<file path="config.mk">
export PLATFORM = sky130hd
export DESIGN_NAME = risc_core_mc
export DESIGN_NICKNAME = d
export VERILOG_FILES = /design/src/rtl/risc_core_mc.sv
export SDC_FILE = /design/constraint.sdc
export NUM_CORES = 1
export LEC_CHECK = 0
export CORE_MARGIN = 2
export CORE_UTILIZATION = 40
export DETAILED_ROUTE_END_ITERATION = 16
export PLACE_DENSITY = 0.56
export SETUP_SLACK_MARGIN = 0.3
export SLEW_MARGIN = 20
export SYNTH_ARGS = -nofsm -noshare
export SYNTH_HDL_FRONTEND = slang
export SYNTH_SLANG_ARGS = --single-unit
</file>
<file path="constraint.sdc">
create_clock -name clk -period 14.6 [get_ports clk]
set_input_delay 1.46 -clock clk [delete_from_list [all_inputs] [get_ports clk]]
set_output_delay 1.46 -clock clk [all_outputs]
set_load 0.01 [all_outputs]
</file>
<file path="src/rtl/risc_core_mc.sv">
// risc_core_mc: multi-cycle 16-bit-instruction RISC core with DATA_W-wide
// datapath. FSM (FETCH/EXEC/MEM/HALTED), PC, IR, 8-entry register file and
// ALU in one module. Instruction and data memories use req/ack handshakes.
// Optional feature macro: RISC_CORE_MC_TRAP_EN (opcodes 11-14 trap to
// err/halt when defined; they execute as NOP when undefined).
//
// Handshake: the core raises req and holds it, with address/write data/
// direction stable, until the memory returns ack in a cycle where req is
// high; the transfer completes on that cycle's rising edge and req drops in
// the following cycle. An ack seen while req is low is ignored.
module risc_core_mc #(
   parameter int DATA_W    = 16,
   parameter int IMEM_SIZE = 32
) (
   input  logic              clk,
   input  logic              rst,
   output logic              imem_req,
   output logic [15:0]       imem_addr,
   input  logic              imem_ack,
   input  logic [15:0]       imem_rdata,
   output logic              dmem_req,
   output logic              dmem_wr,
   output logic [DATA_W-1:0] dmem_addr,
   output logic [DATA_W-1:0] dmem_wdata,
   input  logic              dmem_ack,
   input  logic [DATA_W-1:0] dmem_rdata,
   output logic              halt,
   output logic              err,
   output logic [1:0]        o_dbg_state
);

   typedef enum logic [1:0] {
      S_FETCH  = 2'd0,
      S_EXEC   = 2'd1,
      S_MEM    = 2'd2,
      S_HALTED = 2'd3
   } state_t;

   localparam logic [3:0] OP_NOP  = 4'd0;
   localparam logic [3:0] OP_ADD  = 4'd1;
   localparam logic [3:0] OP_SUB  = 4'd2;
   localparam logic [3:0] OP_AND  = 4'd3;
   localparam logic [3:0] OP_OR   = 4'd4;
   localparam logic [3:0] OP_XOR  = 4'd5;
   localparam logic [3:0] OP_ADDI = 4'd6;
   localparam logic [3:0] OP_LD   = 4'd7;
   localparam logic [3:0] OP_ST   = 4'd8;
   localparam logic [3:0] OP_BLTZ = 4'd9;
   localparam logic [3:0] OP_JMP  = 4'd10;
   localparam logic [3:0] OP_HALT = 4'd15;

   // 17 bits so an IMEM_SIZE of 65536 still compares correctly
   localparam logic [16:0] IMEM_LIM = 17'(IMEM_SIZE);

   state_t              r_state;
   logic [15:0]         r_pc;
   logic [15:0]         r_ir;
   logic [DATA_W-1:0]   r_regs [8];
   logic                r_dmem_req;
   logic                r_dmem_wr;
   logic [DATA_W-1:0]   r_dmem_addr;
   logic [DATA_W-1:0]   r_dmem_wdata;
   logic                r_halt;
`ifdef RISC_CORE_MC_TRAP_EN
   logic                r_err;
`endif

   logic [3:0]          w_op;
   logic [2:0]          w_rd;
   logic [2:0]          w_rs;
   logic [2:0]          w_rt;
   logic [11:0]         w_imm12;
   logic [DATA_W-1:0]   w_sx_imm;
   logic [15:0]         w_sx_imm16;
   logic [DATA_W-1:0]   w_rs_val;
   logic [DATA_W-1:0]   w_rt_val;
   logic [DATA_W-1:0]   w_rd_val;
   logic [DATA_W-1:0]   w_alu;
   logic [15:0]         w_pc_inc;
   logic                w_pc_ok;

   assign w_op       = r_ir[15:12];
   assign w_rd       = r_ir[11:9];
   assign w_rs       = r_ir[8:6];
   assign w_rt       = r_ir[5:3];
   assign w_imm12    = r_ir[11:0];
   assign w_sx_imm   = {{(DATA_W-6){r_ir[5]}}, r_ir[5:0]};
   assign w_sx_imm16 = {{10{r_ir[5]}}, r_ir[5:0]};

   // r0 reads as zero regardless of array contents
   assign w_rs_val = (w_rs == 3'd0) ? '0 : r_regs[w_rs];
   assign w_rt_val = (w_rt == 3'd0) ? '0 : r_regs[w_rt];
   assign w_rd_val = (w_rd == 3'd0) ? '0 : r_regs[w_rd];

   assign w_pc_inc = r_pc + 16'd1;
   assign w_pc_ok  = ({1'b0, r_pc} < IMEM_LIM);

   // Fetch request is decoded from state so it is up in the first cycle
   // after reset release; reset forces it low immediately.
   assign imem_req    = (r_state == S_FETCH) && w_pc_ok && !rst;
   assign imem_addr   = r_pc;
   assign dmem_req    = r_dmem_req;
   assign dmem_wr     = r_dmem_wr;
   assign dmem_addr   = r_dmem_addr;
   assign dmem_wdata  = r_dmem_wdata;
   assign halt        = r_halt;
   assign o_dbg_state = r_state;
`ifdef RISC_CORE_MC_TRAP_EN
   assign err = r_err;
`else
   assign err = 1'b0;
`endif

   // ALU result; also forms the effective address for LD/ST
   always_comb begin
      w_alu = '0;
      case (w_op)
         OP_ADD:                 w_alu = w_rs_val + w_rt_val;
         OP_SUB:                 w_alu = w_rs_val - w_rt_val;
         OP_AND:                 w_alu = w_rs_val & w_rt_val;
         OP_OR:                  w_alu = w_rs_val | w_rt_val;
         OP_XOR:                 w_alu = w_rs_val ^ w_rt_val;
         OP_ADDI, OP_LD, OP_ST:  w_alu = w_rs_val + w_sx_imm;
         default:                w_alu = '0;
      endcase
   end

   // Core FSM: sequencing, PC/IR, register file and data-memory request
   always_ff @(posedge clk) begin
      if (rst) begin
         r_state      <= S_FETCH;
         r_pc         <= 16'd0;
         r_ir         <= 16'd0;
         r_dmem_req   <= 1'b0;
         r_dmem_wr    <= 1'b0;
         r_dmem_addr  <= '0;
         r_dmem_wdata <= '0;
         r_halt       <= 1'b0;
`ifdef RISC_CORE_MC_TRAP_EN
         r_err        <= 1'b0;
`endif
         for (int i = 0; i < 8; i++) r_regs[i] <= '0;
      end else begin
         case (r_state)
            S_FETCH: begin
               if (!w_pc_ok) begin
                  r_halt  <= 1'b1;
                  r_state <= S_HALTED;
               end else if (imem_ack) begin
                  r_ir    <= imem_rdata;
                  r_state <= S_EXEC;
               end
            end
            S_EXEC: begin
               case (w_op)
                  OP_ADD, OP_SUB, OP_AND, OP_OR, OP_XOR, OP_ADDI: begin
                     if (w_rd != 3'd0) r_regs[w_rd] <= w_alu;
                     r_pc    <= w_pc_inc;
                     r_state <= S_FETCH;
                  end
                  OP_LD, OP_ST: begin
                     r_dmem_req  <= 1'b1;
                     r_dmem_addr <= w_alu;
                     r_dmem_wr   <= (w_op == OP_ST);
                     if (w_op == OP_ST) r_dmem_wdata <= w_rd_val;
                     r_state     <= S_MEM;
                  end
                  OP_BLTZ: begin
                     r_pc    <= w_rs_val[DATA_W-1] ? (w_pc_inc + w_sx_imm16) : w_pc_inc;
                     r_state <= S_FETCH;
                  end
                  OP_JMP: begin
                     r_pc    <= {4'd0, w_imm12};
                     r_state <= S_FETCH;
                  end
                  OP_HALT: begin
                     r_halt  <= 1'b1;
                     r_state <= S_HALTED;
                  end
`ifdef RISC_CORE_MC_TRAP_EN
                  4'd11, 4'd12, 4'd13, 4'd14: begin
                     // PC stays on the offending word for post-mortem
                     r_err   <= 1'b1;
                     r_halt  <= 1'b1;
                     r_state <= S_HALTED;
                  end
`endif
                  default: begin
                     r_pc    <= w_pc_inc;
                     r_state <= S_FETCH;
                  end
               endcase
            end
            S_MEM: begin
               if (dmem_ack && r_dmem_req) begin
                  if (!r_dmem_wr && (w_rd != 3'd0)) r_regs[w_rd] <= dmem_rdata;
                  r_dmem_req <= 1'b0;
                  r_dmem_wr  <= 1'b0;
                  r_pc       <= w_pc_inc;
                  r_state    <= S_FETCH;
               end
            end
            default: begin
               r_state <= S_HALTED;
            end
         endcase
      end
   end

endmodule

</file>
# ---- Word level (Yosys, flattened, before mapping)
# Memories as Yosys holds them, arrays and structs flattened. A register that Yosys moved wholly into a read port is not among the register bits.
# Cells that the tools add are included.
dict set report word_totals {
  ff_bits 69
  ram_bits 128
  out_inout_bits 55
  elab_cells 106
  mem_count 1
}
# memory words word_bits read_ports rd_clocked_by_memory_dff write_ports line
set mem_list {}
lappend mem_list {r_regs 8 16 3 3 8 58} ;# logic [DATA_W-1:0] r_regs [8];
dict set report op_classes {
  addsub 5
  n_lt_le_gt_ge 1
  eq_ne 19
  mux 43
  bitwise_logic 4
  reduce_logical 25
}
# cell n
set ops {}
lappend ops {{$mux W16} 7}
lappend ops {{$pmux W16 S6} 1}
lappend ops {{$add A16 B16 Y16} 3}
lappend ops {{$pmux W16 S3} 1}
lappend ops {{$pmux W16 S2} 1}
lappend ops {{$mux W3} 7}
lappend ops {{$mux W1} 18}
lappend ops {{$add A16 B1 Y16 const B} 1}
lappend ops {{$and A16 B16 Y16} 1}
lappend ops {{$eq A4 B3 Y1 const B} 4}
lappend ops {{$eq A4 B4 Y1 const B} 4}
lappend ops {{$lt A16 B6 Y1 const B} 1}
lappend ops {{$or A16 B16 Y16} 1}
lappend ops {{$reduce_or A16 Y1} 1}
lappend ops {{$sub A16 B16 Y16} 1}
lappend ops {{$xor A16 B16 Y16} 1}
lappend ops {{$reduce_and A3 Y1} 5}
lappend ops {{$logic_not A3 Y1} 3}
lappend ops {{$eq A4 B2 Y1 const B} 2}
lappend ops {{$ne A2 B2 Y1 const B} 4}
lappend ops {{$mux W2} 3}
lappend ops {{$pmux W1 S2} 3}
lappend ops {{$pmux W2 S3} 1}
lappend ops {{$reduce_or A3 Y1} 2}
lappend ops {{15 further kinds} 21}

# ---- Logic depth before layout (Yosys ltp)
# Gate-level depths: netlist of the first run.
dict set report logic_depth {
  depth_word 10
  depth_mapped 21
  depth_no_buf 19
}

# ---- Worst setup path before layout of the first run
# OpenSTA, ideal clock, no wires.
dict set report synth_path {
  path_kind {register to register}
  startpoint {register with a tool-made name}
  endpoint {memory r_regs[1][13] (data pin)}
  setup_time_ns 0.279
  arrival_ns 4.749
  required_ns 14.321
  setup_slack_ns 9.572
  stages_incl_launch_ff 19
  n_path_buf 3
  cell_sequence {dfxtp_1 > clkbuf_1 > buf_1 > buf_1 > mux4_2 > nand2_1 > a21o_1 > inv_1 > ha_1 > a21o_1 > a21oi_1 > o21ai_0 > a2111o_1 > nand2_1 > a211oi_1 > a31oi_1 > mux2i_1 > o31ai_1 > nor2_1}
}
# item line
set synth_lines {}
lappend synth_lines {{end, declared} 58}

==> results of run 1 <==
## critical path: cells and delay by family, from the launching register on
family	cells	cell delay, ns
and+or+nand+nor	6	1.09
AOI/OAI and AO/OA	5	1.94
buffers and inverters	1	0.53
adders and majority gates	1	0.38
DFF	1	0.31
muxes	3	1.01
xor gates and xnor gates	1	0.13
## logic make-up (layout without fill, tap and decap cells)
| family | after synthesis | after routing |
|---|---|---|
| and+or+nand+nor | 458 | 458 |
| muxes | 134 | 134 |
| adders and majority gates | 66 | 66 |
| other | 1 | 17 |
| xor gates and xnor gates | 50 | 50 |
| buffers and inverters | 132 | 205 |
| AOI/OAI and AO/OA | 233 | 233 |
| DFF | 206 | 206 |
## cell usage after synthesis (all sizes together) (3+ instances only)
| library cell | n |
|---|---|
| a211oi | 11 |
| a21boi | 3 |
| a21o | 23 |
| a21oi | 49 |
| a221o | 8 |
| a221oi | 20 |
| a22oi | 25 |
| a31o | 5 |
| a31oi | 7 |
| and2 | 4 |
| and3 | 6 |
| and4 | 4 |
| buf | 18 |
| clkbuf | 65 |
| dfxtp | 78 |
| edfxtp | 128 |
| ha | 64 |
| inv | 49 |
| mux2 | 16 |
| mux2i | 22 |
| mux4 | 96 |
| nand2 | 103 |
| nand2b | 32 |
| nand3 | 18 |
| nand3b | 4 |
| nand4 | 5 |
| nor2 | 203 |
| nor2b | 8 |
| nor3 | 51 |
| nor4 | 8 |
| o211ai | 6 |
| o21ai | 50 |
| o221ai | 12 |
| o31ai | 3 |
| or3 | 5 |
| xnor2 | 40 |
| xor2 | 10 |
## where the power goes
group          switching, mW  internal (mW)  total [mW]
sequential            0.0836          0.671       0.754
clock                  0.242          0.343       0.584
combinational          0.668          0.503        1.17
total                  0.993           1.52        2.51
## sequential cells by signal, summed over array words and instances (netlist names), named ones only
name / count
halt: 1
r_regs: 128
imem_addr: 16
dmem_wdata: 16
dmem_req: 1
dmem_addr: 16
dmem_wr: 1
o_dbg_state: 2
r_ir: 16
## path summary, 6_finish.rpt
path	start	to	slack [ns]	cells past startpoint
setup reg to reg	flip-flop	r_regs[2][13]	8.91	17
hold reg to reg	halt	halt	0.45	2
hold / removal	halt	halt	0.45	2
setup / recovery	flip-flop	r_regs[2][13]	8.91	17
## per-layer routing
| layer | global-route usage | up-vias | part of all wire |
|---|---|---|---|
| li1 | - | 4910 | - |
| met1 | 0.334 | 5287 | 0.44 |
| met2 | 0.383 | 422 | 0.47 |
| met3 | 0.0274 | 61 | 0.069 |
| met4 | 0.0512 | 0 | 0.021 |
| met5 | 0 | - | 0 |
## layout make-up
type                            instances  area [um2]  area share
Clock inverter                         12         118     0.00754
Timing Repair Buffer                  112        1060      0.0681
Clock buffer                           32         641      0.0411
Tap cell                              448         561      0.0360
Sequential cell                       206        5410       0.347
Inverter                               49         184      0.0118
Multi-Input combinational cell        958        7620       0.489
## stage by stage
step | hold slack (ns) | instance area, um2
floorplan | 0.470 | 13500
global placement | 0.436 | 14800
detailed placement | 0.451 | 14800
CTS | 0.458 | 15600
global route | 0.482 | 15600
finish | 0.450 | 15600
==> qor.csv, run 1 <==
metric,value,unit
coreArea,33400,um2
synth_mux_area_frac,0.191,
cp.required,14.85,ns
wl,41500,um
critPathMaxFanout,32,
synth_top_area_cell,edfxtp_1,
cts_hold_buf,0,
finClkSkew,0.0289,ns
crit_arrival,5.94,ns
syn_to_final_growth,15.8,%
synth.avg_cell_area,10.5,um2
antenna_found_initial,0,
clkSlewWorstSetupHoldPaths,0.06,ns
ant_nets,0,
start_util,0.404,
yosys_warnings,0,
timing.max_cap.violations,0,
grt_start_max_net_pins,63,
end_kind,flip-flop,
wl_per_cell,22.8,um
dr.first_iter.drc_count,1054,
grtUsageTotal,0.234,
vias,10700,
grt_overflow,0,
dieArea,35200,um2
path_cells,buf_4 > mux4_2 > mux2i_1 > or2_1 > nand3b_1 > nor3_2 > nand2_1 > nor2_1 > xnor2_1 > o221ai_1 > ha_1 > a2111oi_0 > a211oi_1 > a31oi_1 > mux2i_1 > o31ai_1 > nor2_1,
setup_viol,0,
cp-start-kind,flip-flop,
p_leak,5.75,nW
synth_xor_area_frac,0.0325,
cts.repair.resized,0,
crit_type,reg -> reg,
cts_tree,yes,
layout_common_cells,"202 x nor2_1, 128 x edfxtp_1, 103 x nand2_1",
antennaDiodeCount,0,
ys_ff_latch,206,
status,"finished, final reports clean",
synth_cell_types,67,
ir_drop,0.0879,mV
hp-class,reg -> reg,
place_worst_setup_slack,8.99,ns
rows,67,
period_minus_slack,5.69,ns
ys.flop_type,edfxtp_1,
clock_path_buffers,3,
viasPerCell,5.88,
yosys.area.top_type_share,0.285,
synthTopCellsByArea,"edfxtp_1 29%, mux4_2 16%, dfxtp_1 12%",
gp_congestion,0.852,
maxSlewHeadroom,0.228,
cts_buffers,24,
h-tree-depth,1,
grt_pass1_wl,62900,um
seq_area_frac_synth,0.401,
post-route-util,0.467,
slowest_stage,o31ai_1,
synth-compound-area-share,0.119,
post_cts_buffers,0,
clk_latency,0.54,ns
tns,0,ns
ios,91,
synth_edf_count,128,
worst_slew_pin_slew,1.16,ns
rsz0062_at_grt,false,
fmax,176,MHz
place_hpwl,28200,um
cts-root-buf,clkbuf_16,
report.power.total,2.51,mW
drive_above_1_share,0.140,
synth_top_family_by_area,multiplexers,
route.detailed.drc,0,
final_common_cell,nor2_1,
synthAdderAreaFrac,0.0624,
syn-instance-count,1280,
nets,1453,
slew_violations,0,
syn_area,13500,um2
setup_ws,8.91,ns
power_density,161,nW/um2
grt_pass1_vias,10400,
io_buffers,89,
place_inst,1773,
period_share,0.390,
die_x,187,um
die_h,187,um
async_flop_share,0,
layout.cells.non_filler,1817,
nFillCells,3198,
finalHoldViolCount,0,
slowest_delay,0.84,ns
clock-sinks,206,
yosys.area_share.simple,0.153,
dr.pass1.iters,6,
Power figures use the tool's default switching activity.
==> run 2: changes to the inputs <==
--- a/config.mk
+++ b/config.mk
@@ -8,7 +8,7 @@
 export CORE_MARGIN = 2
 export CORE_UTILIZATION = 40
 export DETAILED_ROUTE_END_ITERATION = 16
-export PLACE_DENSITY = 0.56
+export PLACE_DENSITY = 0.58
 export SETUP_SLACK_MARGIN = 0.3
 export SLEW_MARGIN = 20
 export SYNTH_ARGS = -nofsm -noshare
==> constraint.sdc (replaced) <==
create_clock -name clk -period 4.6 [get_ports clk]
set_input_delay 0.46 -clock clk [delete_from_list [all_inputs] [get_ports clk]]
set_output_delay 0.46 -clock clk [all_outputs]
set_load 0.01 [all_outputs]
==> run 2 against run 1 <==
Clock-buffer cell count is 2 lower. First-iteration DRC count fell by 9.3%. Highest routed layer unchanged. Critical endpoint is now r_regs[6][14]. Cell area up 8.5%. Global-route usage increased by 0.83 points.
==> qor.csv, run 2 (same netlist as run 1, synthesis figures left out) <==
metric,value,unit,change
status,"finished, final reports clean",,
clkSlewWorstSetupHoldPaths,0.06,ns,about the same
drive_above_1_share,0.252,,+0.112
ir_drop,0.284,mV,+220%
io_buffers,89,,unchanged
end_kind,flip-flop,,
slew_violations,0,,unchanged
dr.first_iter.drc_count,956,,-9.3%
timing.max_cap.violations,0,,unchanged
grt_start_max_net_pins,37,,-41%
critPathMaxFanout,7,,-78%
clock-sinks,206,,unchanged
viasPerCell,5.82,,-0.96%
cts_tree,yes,,
grt_overflow,0,,unchanged
coreArea,33400,um2,unchanged
place_worst_setup_slack,-0.0711,ns,-9.06 ns
dpl_cell_area,15500,um2,+4.6%
wl_per_cell,22.3,um,-2.2%
die_h,187,um,unchanged
layout_common_cells,"183 x nor2_1, 128 x edfxtp_1, 118 x buf_4",,
largest_register_ff_count,128,,unchanged
rsz0062_at_grt,true,,
cp-start-kind,flip-flop,,
syn_to_final_growth,25.6,%,
maxSlewHeadroom,0.230,,+0.00236
min_path_cells,2,,unchanged
grt_pass1_wl,65200,um,+3.6%
antennaDiodeCount,0,,unchanged
fmax,228,MHz,+30%
report.power.total,9.00,mW,+260%
period_share,0.954,,+0.564
tns,0,ns,unchanged
grtUsageTotal,0.242,,+0.00831
crit_arrival,4.64,ns,-1.30 ns
hp-class,in -> reg,,
route.detailed.drc,0,,unchanged
cts-root-buf,clkbuf_16,,
p_leak,6.39,nW,+11%
dr.pass1.iters,6,,unchanged
antenna_found_initial,0,,unchanged
start_util,0.404,,unchanged
place_hpwl,30700,um,+8.9%
vias,11200,,+4.9%
final_common_cell,nor2_1,,
setup_viol,0,,unchanged
ant_nets,0,,unchanged
clk_latency,0.54,ns,about the same
reg2regPathDepth,21,,+4
gp_congestion,0.884,,+3.9%
period_minus_slack,4.39,ns,-1.30 ns
setup_ws,0.212,ns,-8.70 ns
ios,91,,unchanged
finalHoldViolCount,0,,unchanged
cp.required,4.85,ns,-10.00 ns
finClkSkew,0.0164,ns,-0.0126 ns
nFillCells,3082,,-3.6%
worst_slew_pin_slew,1.15,ns,-0.00320 ns
die_x,187,um,unchanged
cts_buffers,25,,+4.2%
grt_pass1_vias,10800,,+4.4%
layout.cells.non_filler,1925,,+5.9%
place_inst,1860,,+4.9%
clock_path_buffers,3,,unchanged
crit_type,reg -> reg,,
h-tree-depth,1,,unchanged
rows,67,,unchanged
nets,1561,,+7.4%
dieArea,35200,um2,unchanged
wl,43000,um,+3.7%
fin_area,16900,um2,+8.5%
top_register,r_regs,,
power_density,532,nW/um2,+230%
cts_hold_buf,0,,unchanged
==> run 2: cell count changes in the layout (fill, tap and decap cells not counted), sizes merged <==
cell	before	now
clkinv	9	8
bufinv	2	3
clkinvlp	1	2
clkbuf	32	30
inv	49	51
buf	24	131
==> run 2: area by class of cell <==
cell class                      count  area [um2]  area share
Multi-Input combinational cell    958        8000       0.473
Tap cell                          448         561      0.0331
Timing Repair Buffer              219        1940       0.115
Sequential cell                   206        5410       0.320
Inverter                           49         184      0.0109
Clock buffer                       30         654      0.0387
Clock inverter                     15         164     0.00969
==> run 2: timing repair <==
action | 4_1_cts | 5_1_grt
buffers inserted | 5 | 15
pin swaps | 13 | 51
hold endpoints to repair | 0 | 0
gates resized for setup | 22 | 86
endpoints found under the setup margin | 76 | 75
==> run 2: path summary, 6_finish.rpt <==
kind,start,end,slack [ns]
worst max-delay path,flip-flop,r_regs[6][14],0.21
worst min-delay path,rst,dmem_wdata[7],0.34
worst max register to register,flip-flop,r_regs[6][14],0.21
worst min register to register,dmem_addr[14],dmem_addr[14],0.46
==> run 2: metal layers <==
metal,track usage,up-vias,part of all wire
met5,0,-,0
met4,0.0603,0,0.028
met3,0.0452,86,0.083
met2,0.395,471,0.46
met1,0.334,5529,0.42
li1,-,5120,-
==> run 2: power by group <==
part	internal [mW]	total, mW	switching, mW
Sequential	2.13	2.40	0.272
Combinational	2.19	4.60	2.41
Clock	1.18	1.99	0.809
Total	5.50	9.00	3.49
==> run 2: worst max-delay path, stage by stage, from the launching register on <==
cell      delay [ns]
dfxtp_4         0.44
mux4_2          0.56
nand2_2         0.08
a21oi_1         0.08
inv_1           0.10
ha_2            0.19
nand3b_1        0.14
nor3_2          0.24
nand2_2         0.12
nor2_2          0.13
xnor2_1         0.12
o221ai_1        0.12
ha_1            0.37
buf_6           0.13
nand2_4         0.05
a211oi_4        0.17
o211ai_1        0.17
a31o_2          0.30
xnor2_2         0.16
a21oi_2         0.17
buf_6           0.19
nor3_2          0.05
==> run 2: stage by stage <==
stage | hold slack (ns) | utilization
6_report | 0.339 | 0.507
4_1_cts | 0.319 | 0.493
3_5_place_dp | 0.451 | 0.465
5_1_grt | 0.346 | 0.507
2_1_floorplan | 0.470 | -
3_3_place_gp | 0.437 | 0.465
